[config.mk]
export PLATFORM = sky130hd
export DESIGN_NAME = fifo_read_adapter
export DESIGN_NICKNAME = d
export VERILOG_FILES = /design/src/rtl/fifo_read_adapter.sv
export SDC_FILE = /design/constraint.sdc
export NUM_CORES = 1
export LEC_CHECK = 0
export ABC_AREA = 1
export CAP_MARGIN = 20
export CELL_PAD_IN_SITES_DETAIL_PLACEMENT = 1
export CELL_PAD_IN_SITES_GLOBAL_PLACEMENT = 2
export CORE_MARGIN = 1.5
export CORE_UTILIZATION = 36
export CTS_CLUSTER_SIZE = 28
export DETAILED_ROUTE_END_ITERATION = 7
export PLACE_DENSITY_LB_ADDON = 0.1
export SETUP_SLACK_MARGIN = 0.02
export SYNTH_ARGS = -nofsm -noshare
export SYNTH_HDL_FRONTEND = slang
export SYNTH_SLANG_ARGS = --single-unit
[constraint.sdc]
create_clock -name clock -period 2.3 [get_ports clock]
set_input_delay 0.345 -clock clock [delete_from_list [all_inputs] [get_ports clock]]
set_output_delay 0.345 -clock clock [all_outputs]
set_load 0.02 [all_outputs]
[src/rtl/fifo_read_adapter.sv]
// fifo_read_adapter: turns the fixed-latency read port of the asynchronous FIFO
// into a stallable valid/ready stream. Read requests are credit-limited so
// every word already in flight has a guaranteed slot in the local buffer.
module fifo_read_adapter #(
  parameter int width   = 8,
  parameter int depth   = 4,
  parameter int latency = 2
) (
  input  logic                         clock,
  input  logic                         reset,
  input  logic [width-1:0]             fifo_dout,
  input  logic                         fifo_dout_valid,
  output logic                         fifo_dout_ready,
  output logic [width-1:0]             dout,
  output logic                         dout_valid,
  input  logic                         dout_ready,
  output logic [$clog2(depth+1)-1:0]   count,
  output logic                         overflow
);

  localparam int cnt_w  = $clog2(depth + 1);
  localparam int ptr_w  = (depth > 1) ? $clog2(depth) : 1;
  localparam int pend_w = $clog2(latency + 1);
  localparam logic [ptr_w-1:0] last_ptr   = ptr_w'(depth - 1);
  localparam logic [cnt_w-1:0] full_count = cnt_w'(depth);

  logic [width-1:0]  buffer [depth];
  logic [ptr_w-1:0]  rd_ptr;
  logic [ptr_w-1:0]  wr_ptr;
  logic [latency-1:0] inflight;
  logic [pend_w-1:0] pending;
  logic [cnt_w:0]    credit_sum;
  logic              push;
  logic              pop;
  logic              accept;

  // Pointers wrap explicitly so non-power-of-two depths work.
  function automatic logic [ptr_w-1:0] next_ptr(input logic [ptr_w-1:0] p);
    return (p == last_ptr) ? '0 : p + ptr_w'(1);
  endfunction

  // Number of requests still waiting for their return slot.
  always_comb begin
    pending = '0;
    for (int i = 0; i < latency; i++) begin
      pending = pending + pend_w'(inflight[i]);
    end
  end

  // Request only if every outstanding request plus the stored words still fit;
  // built from registered state only, forced low while reset is held.
  assign credit_sum      = (cnt_w+1)'(count) + (cnt_w+1)'(pending);
  assign fifo_dout_ready = !reset && (credit_sum < (cnt_w+1)'(depth));

  assign dout_valid = (count != '0);
  assign dout       = buffer[rd_ptr];
  assign push       = fifo_dout_valid;
  assign pop        = dout_valid && dout_ready;
  // A word that arrives while full is stored only if the head leaves this cycle.
  assign accept     = push && ((count != full_count) || pop);

  // Control state: pointers, occupancy, credit shift register, sticky overflow.
  always_ff @(posedge clock) begin
    if (reset) begin
      rd_ptr   <= '0;
      wr_ptr   <= '0;
      count    <= '0;
      inflight <= '0;
      overflow <= 1'b0;
    end else begin
      inflight[0] <= fifo_dout_ready;
      for (int i = 1; i < latency; i++) begin
        inflight[i] <= inflight[i-1];
      end
      if (pop) begin
        rd_ptr <= next_ptr(rd_ptr);
      end
      if (accept) begin
        wr_ptr <= next_ptr(wr_ptr);
      end
      if (accept && !pop) begin
        count <= count + cnt_w'(1);
      end else if (pop && !accept) begin
        count <= count - cnt_w'(1);
      end
      if (push && !accept) begin
        overflow <= 1'b1;
      end
    end
  end

  // Storage: cleared on reset so dout is never X, written on accepted pushes.
  always_ff @(posedge clock) begin
    if (reset) begin
      for (int i = 0; i < depth; i++) begin
        buffer[i] <= '0;
      end
    end else if (accept) begin
      buffer[wr_ptr] <= fifo_dout;
    end
  end

endmodule

# Yosys cells after proc, flatten, opt, wreduce, memory -nomap -nowiden
# Memory sizes are Yosys's and may differ from the RTL's. A register that Yosys moved wholly into a read port is not among the register bits.
# Index checks and enable logic that the tools add are counted.
[op_classes]
add_sub_neg = 6
order_cmp = 1
eq_ne = 3
muxes = 14
reduce_logical = 13
[op_table]
columns = ["operator", "count"]
rows = [
  ["2-bit two-way mux", 5],
  ["8-bit two-way mux", 1],
  ["8-bit OR reduction", 1],
  ["1-bit logical AND", 6],
  ["1-bit two-way mux", 6],
  ["3-bit two-way mux", 2],
  ["2-bit by 1-bit adder with 2-bit output, second input constant", 2],
  ["3-bit by 2-bit adder with 4-bit output", 1],
  ["2-bit == test, second input constant", 2],
  ["4-bit by 3-bit < comparator with 1-bit output, second input constant", 1],
  ["3-bit by 1-bit adder with 3-bit output, second input constant", 1],
  ["1-bit logical NOT", 3],
  ["3-bit inequality test, second input constant", 1],
  ["3-bit nonzero test", 1],
  ["3-bit by 1-bit subtractor with 3-bit output, second input constant", 1],
  ["1-bit by 1-bit adder with 2-bit output", 1],
  ["2-bit nonzero test", 1],
  ["1-bit logical OR", 1],
]
[totals]
reg_bits = 10
mem_bits_rw = 32
inputBits = 12
out_inout_bits = 14
wordCells = 43
n_memories = 1
[memory_table]
columns = ["memory", "depth", "width", "read_ports", "rd_ports_with_merged_regs", "wr", "line", "rtl"]
rows = [
  ["buffer", 4, 8, 1, 1, 4, "27", "logic [width-1:0] buffer [depth];"],
]

# Depth between registers and ports, before layout
# Gate-level depths: netlist of the first run.
[depth]
word_depth = 9
depth_mapped = 14
ltp_nobuf = 14

# Worst setup path after synthesis of the first run
# Ideal clock, no wire load.
[synth_path]
path_type = "reg-to-reg"
start = "reg count[0]"
end = "reg count[2]"
setup_ns = 0.113
t_arrival_ns = 1.823
required_ns = 2.187
slack_ns = 0.364
path_stages_with_launch = 13
path_buffers = 0
synth_period_minus_slack_ns = 1.936
cell_sequence = "dfxtp_1 nor2_4 nand2_1 nand2_1 ha_1 inv_1 fa_1 nor2_1 nor2_1 nand2_1 nand2_1 nand2_1 nor2_1"
[synth_via]
elab_chain_cells = 7
word_cells_on_any_way = 14
cone_classes = "add/sub: 2; eq/ne: 1; mux: 2; reduce/logical: 9"
[synth_rtl]
columns = ["element", "line", "rtl"]
rows = [
  ["start: declaration", "17", "output logic [$clog2(depth+1)-1:0] count,"],
  ["start signal: assignment", "82", "count <= count + cnt_w'(1);"],
  ["start signal: assignment", "84", "count <= count - cnt_w'(1);"],
  ["3-bit nonzero test *", "55", "assign dout_valid = (count != '0);"],
  ["via dout_valid", "15", "output logic dout_valid,"],
  ["1-bit logical AND *", "58", "assign pop = dout_valid && dout_ready;"],
  ["1-bit logical OR", "60", "assign accept = push && ((count != full_count) || pop);"],
  ["1-bit logical AND", "60", ""],
  ["1-bit logical NOT", "83", "end else if (pop && !accept) begin"],
  ["1-bit logical AND", "83", ""],
  ["2-bit nonzero test (no line)", "--", ""],
]
# The timed path passes the listed nets; every way through them passes the cells marked *. The select of a mux whose other input is x is not followed.
# A chain may end at the register's enable or synchronous reset.

==> key figures, run 1 <==
Run status
  – Status: completed

Global route
  – Largest net degree at the start of global routing: 17
  – First-pass GRT wire length: 7760 um
  – Number of global-route vias before repair: 1534
  – Initial antenna violation count: 0
  – Gr ovfl total: 0
  – GRT Overall Usage: 16.6%

CTS
  – TritonCTS Buffers: 5
  – CTS sink cnt: 44
  – Clk Latency, worst-skew pair: 300 ps
  – # hold bufs at CTS: 0
  – Clock slew at reported path FFs: 80 ps
  – Max Buffers Root-to-Sink: 2
  – Clk root buf: clkbuf_8
  – CTS H-Tree Depth: 2
  – CTS tree: built

Pwr
  – Internal: 1.64 mW
  – Net switching power: 0.971 mW
  – Clock Power Share: 17.7%
  – Worst-case vdd ir drop: 0.391 mV
  – Net Sw Frac: 37.2%
  – Leakage: 1.03 nW
  – Seq pwr share: 41.5%
  – Logic pwr share: 40.8%
  – Cell area power density: 1010 mW/mm^2

STA
  – Crit share post-route: 94.1%
  – Slew HR: 72.6%
  – Setup TNS Final: 0 ps
  – Fin. Hold Viols: 0
  – Clock Skews: 8.62 ps
  – Max Fclk: 462 MHz
  – Final setup viols: 0
  – Worst Max-Slew Pin Slew: 410 ps
  – Slew Viols, Final: 0
  – Post-layout min period: 2160 ps
  – RSZ-0062 raised after global routing: false

Layout
  – Nets: 249
  – Fillers: 622
  – # diodes: 0
  – Highest-count cells in the layout ignoring fill and taps: nor2_1, edfxtp_1, clkdlybuf4s50_1
  – Commonest non-fill, non-tap cell in the layout: nor2_1
  – Share of cells above drive strength 1: 22.4%
  – Synth-to-Final Area Change: 23.1%
  – Util after Layout: 46.4%

Yosys
  – Synthesis Warnings: 0
  – Area leader, netlist: edfxtp_1
  – Syn Std Cell Area: 0.00210 sq mm
  – Avg Inst Size Synth: 10.8 sq um
  – Top-area cell type share of the netlist area: 45.7%
  – Synth cell types: 26
  – Post-synthesis sequential area ratio: 57.1%
  – Post-Syn Instances: 194
  – #FFs+latches synth: 44
  – Top post-synthesis cells by area: edfxtp_1, dfxtp_1, nor3_2
  – Synth Net Count: 211

Route
  – Vias: 1500
  – ANT nets after route: 0
  – Routed wire per std cell: 15.5 um
  – WL final: 4720 um
  – Initial drt markers: 96
  – DRC errors left: 0
  – Drt pass-1 iters: 4
  – Vias per inst: 4.93

Setup path
  – FF-to-FF path depth: 13
  – Critical path class: flip-flop to output pin
  – Max FO, Critical Path: 10
  – Flop2flop setup slack: 380 ps
  – Arrival @ worst endpoint: 1820 ps
  – Crit. End Element: output pin
  – WP data required: 1960 ps
  – RR Endpoint: count[2]
  – Reg2reg start: count[0]
  – Crit start category: flip-flop

Die
  – Die height: 79.4 um
  – I/O pins: 26
  – Die Area: 0.00631 sq mm
  – Core Region: 0.00557 sq mm
  – Initial Utilization: 37.7%
  – Die X: 79.4 um
  – Site row count: 27

Worst hold path
  – Min-delay src: inflight[0]
  – Hold depth: 2
  – Hold/Removal Path Class: flip-flop to flip-flop
  – Hold Path End: inflight[1]

Flow run
  – Total of max-cap violations: 0

Placement
  – I/O Buffers: 25
  – GP Congestion: 0.738
  – HPWL after detailed placement: 3430 um
-- power groups by stage --
stage | logic [mW] | registers (mW) | clock network (mW)
2_1_floorplan | 0.622 | 1.10 | 0
3_3_place_gp | 1.05 | 1.09 | 0
3_5_place_dp | 1.09 | 1.10 | 0
4_1_cts | 1.09 | 1.09 | 0.474
5_1_grt | 1.18 | 1.10 | 0.498
6_report | 1.07 | 1.08 | 0.461
-- worst max path at each step --
stage	from	slack, ps	end
global route	flip-flop	20	dout[3]
global placement	dout_ready	120	count[2]
CTS	count[0]	20	fifo_dout_ready
floorplan	count[0]	360	count[2]
detailed placement	dout_ready	50	count[2]
finish	flip-flop	140	dout[1]
-- flip-flops by register name, indices dropped and copies added (netlist names), named ones only --
register	count
wr_ptr	2
inflight	2
rd_ptr	2
buffer	32
count	3
overflow	1
-- layer usage --
layer / GRT usage [%] / up-vias / routed length (um)
li1: - / 748 / -
met1: 19.5 / 720 / 2030
met2: 29.8 / 25 / 2480
met3: 3.20 / 7 / 148
met4: 5.79 / 0 / 69
met5: 0 / - / 0
-- critical path: stages, from the launching register on --
cell and delay [ps]:
dfxtp_2 430, buf_4 200, o21ai_0 100, o22ai_1 170, clkdlybuf4s50_1 620
-- through the flow --
| stage | setup slack (ps) | hold WS [ps] | instance area (sq um) | std cells | total power, mW |
|---|---|---|---|---|---|
| after floorplan | 364 | 407 | 2100 | 194 | 1.72 |
| after global placement | 120 | 413 | 2500 | 297 | 2.15 |
| after detailed placement | 47.0 | 463 | 2500 | 297 | 2.19 |
| after CTS | 21.4 | 475 | 2580 | 304 | 2.65 |
| after global routing | 22.9 | 492 | 2590 | 304 | 2.78 |
| final | 136 | 466 | 2590 | 304 | 2.61 |
-- logic make-up after synthesis --
family                     after synthesis  synth area share [%]
and+or+nand+nor                         80                  22.7
DFF                                     44                  57.1
buffers and inverters                   28                  6.84
xor gates and xnor gates                 1                 0.416
adders and majority gates                5                  3.33
AOI/OAI and AO/OA                       36                  9.58
-- layout make-up --
cell class                 count  area [sq um]  share of cell area (%)
sequential                    44          1200                    46.5
timing repair buffer          38           380                    14.7
inverter                      21          78.8                    3.04
tap                           72          90.1                    3.48
clock inverter                 1          5.00                   0.193
multi-input combinational    122           758                    29.3
clock buffer                   6          72.6                    2.80
-- Yosys cell counts (all sizes together) --
| cell type | count |
|---|---|
| a21oi | 3 |
| buf | 7 |
| dfxtp | 12 |
| edfxtp | 32 |
| fa | 1 |
| ha | 4 |
| inv | 21 |
| nand2 | 10 |
| nand3 | 4 |
| nand4 | 2 |
| nor2 | 40 |
| nor3 | 24 |
| o21ai | 25 |
| o22ai | 8 |
| xor2 | 1 |
-- timing repair --
item,4_1_cts,5_1_grt
resized for setup,2,4
buffers inserted,0,0
endpoints found under the setup margin,6,8
(Power assumes the default switching activity.)
==> run 2: changes to the inputs <==
CTS_CLUSTER_SIZE = not set   (was 28)
SLEW_MARGIN = 20   (was not set)
==> results of run 2 <==
The final DEF is identical to that of run 1; final timing and power are the same.
==> run 3: changes to the inputs <==
GPL_TIMING_DRIVEN = 0   (was not set)
==> run 3 against run 2 <==
  * Largest cell class unchanged
  * Die area did not move
  * Largest power group unchanged
  * Combinational power is 7% lower
  * Worst setup slack improved by 160 ps
  * Maximum frequency increased by 7.8%
==> key figures, run 3 (synthesis results as in run 1) <==
Setup path
  – CP Buf/Inv Count: 1
  – Crit start category: flip-flop
  – WP data required: 1960 ps
  – Reg2reg start: count[1]
  – Slowest stage cell on the critical path: dfxtp_2
  – Critical path class: flip-flop to output pin
  – Worst stage delay on the critical path: 420 ps
  – CP Cell Sequence: ha_1, a21oi_1, o21ai_0, nor2_1, dlygate4sd2_1
  – Max FO, Critical Path: 5
  – CP delay by family, top: flip-flops
  – Arrival @ worst endpoint: 1660 ps
  – Crit. End Element: output pin
  – Critical Path Start: count[0]

Route
  – Initial drt markers: 78
  – Vias per inst: 5.12
  – Routed wire per std cell: 16.4 um
  – Drt pass-1 iters: 4
  – DRC errors left: 0
  – Vias: 1530
  – WL final: 4920 um
  – ANT nets after route: 0

Pwr
  – Net Sw Frac: 38.1%
  – Net switching power: 1.02 mW
  – Logic pwr share: 37.6%
  – Tot Pwr: 2.67 mW
  – Internal: 1.65 mW
  – Leakage: 1.01 nW
  – Cell area power density: 1050 mW/mm^2
  – Clock Power Share: 21.5%
  – Worst-case vdd ir drop: 0.365 mV
  – Seq pwr share: 40.9%

Global route
  – GRT Overall Usage: 17.4%
  – Initial antenna violation count: 0
  – Number of global-route vias before repair: 1656
  – First-pass GRT wire length: 8050 um
  – Largest net degree at the start of global routing: 16
  – Gr ovfl total: 0

STA
  – Slew Viols, Final: 0
  – Crit share post-route: 87.2%
  – Post-layout min period: 2010 ps
  – Worst Max-Slew Pin Slew: 734 ps
  – Setup TNS Final: 0 ps
  – Hold_ws: 453 ps
  – Clock Skews: 7.52 ps
  – Final setup viols: 0
  – Max Fclk: 498 MHz
  – Slew HR: 50.7%
  – Fin. Hold Viols: 0
  – RSZ-0062 raised after global routing: false

Layout
  – Register area: 0.00120 sq mm
  – Util after Layout: 45.8%
  – Synth-to-Final Area Change: 21.4%
  – Fillers: 633
  – Commonest non-fill, non-tap cell in the layout: nor2_1
  – Max FFs per register: 32
  – Largest registers: buffer (32), count (3)
  – Largest Register: buffer
  – Share of cells above drive strength 1: 21.1%
  – # diodes: 0
  – Area of the multi-input gates: 758 sq um
  – Highest-count cells in the layout ignoring fill and taps: nor2_1, edfxtp_1, o21ai_0
  – Nets: 243

Die
  – Die Area: 0.00631 sq mm
  – I/O pins: 26
  – Core Region: 0.00557 sq mm
  – Initial Utilization: 37.7%
  – Site row count: 27
  – Die X: 79.4 um
  – Die height: 79.4 um

Worst hold path
  – Hold/Removal Path Class: flip-flop to flip-flop
  – Min-delay src: inflight[0]

CTS
  – Clk root buf: clkbuf_8
  – Clk Latency, worst-skew pair: 310 ps
  – CTS H-Tree Depth: 2
  – Clock slew at reported path FFs: 90 ps
  – # hold bufs at CTS: 0
  – Max Buffers Root-to-Sink: 2
  – CTS tree: built
  – TritonCTS Buffers: 5
  – CTS sink cnt: 44
  – Post-CTS sizing: 10
  – # Post-CTS Setup Buffers: 0

Placement
  – GP Congestion: 0.735
  – HPWL after detailed placement: 3450 um
  – I/O Buffers: 25

Flow run
  – Total of max-cap violations: 0

Run status
  – Status: completed
==> run 3: changes by cell type in the layout (fill, tap and decap cells not counted) <==
cell / before / now
inv_6: 0 / 1
buf_4: 11 / 4
buf_8: 0 / 1
clkinv_2: 1 / 0
dlygate4sd2_1: 0 / 7
dlymetal6s2s_1: 3 / 2
clkbuf_16: 0 / 1
buf_6: 0 / 2
inv_4: 0 / 1
buf_12: 2 / 0
clkdlybuf4s50_1: 22 / 16
clkbuf_1: 1 / 0
==> run 3: worst min-delay path: cells and delay by family (launching register included) <==
family | cells | cell delay (ps)
AND/OR/NAND/NOR | 1 | 40
buffers and inverters | 1 | 50
flip-flops | 1 | 330
==> run 3: worst paths after layout <==
kind | end | slack [ps] | cells after the start
worst max-delay path | fifo_dout_ready | 290 | 5
worst min-delay path | inflight[1] | 450 | 2
worst max register to register | count[2] | 390 | 13
worst min register to register | inflight[1] | 450 | 2
==> run 3: per-stage QoR <==
stage	cells	worst slack (ps)	instance area, sq um
6_report	299	294	2550
5_1_grt	299	159	2550
4_1_cts	299	66.5	2550
3_5_place_dp	291	-42.4	2440
3_3_place_gp	291	4.55	2440
2_1_floorplan	194	364	2100
==> run 3: final cells by class <==
class	count	area share (%)
timing repair buffer	25	9.65
inverter	21	3.09
tap	72	3.53
sequential	44	47.1
clock inverter	2	0.588
clock buffer	6	3.67
multi-input combinational	122	29.7
buffer	7	2.65
==> run 3: power by group through the flow <==
stage / sequential (mW) / combinational (mW) / clock [mW]
global placement: 1.10 / 1.03 / 0
floorplan: 1.10 / 0.622 / 0
detailed placement: 1.11 / 1.06 / 0
global route: 1.11 / 1.10 / 0.620
finish: 1.09 / 1.00 / 0.573
CTS: 1.10 / 1.02 / 0.583
==> run 3: metal layers <==
layer	share of wire, %	vias up	global-route usage (%)
li1	-	734	-
met4	1.2	0	6.14
met3	4.4	8	4.69
met5	0	-	0
met2	53	37	31.7
met1	41	751	19.3
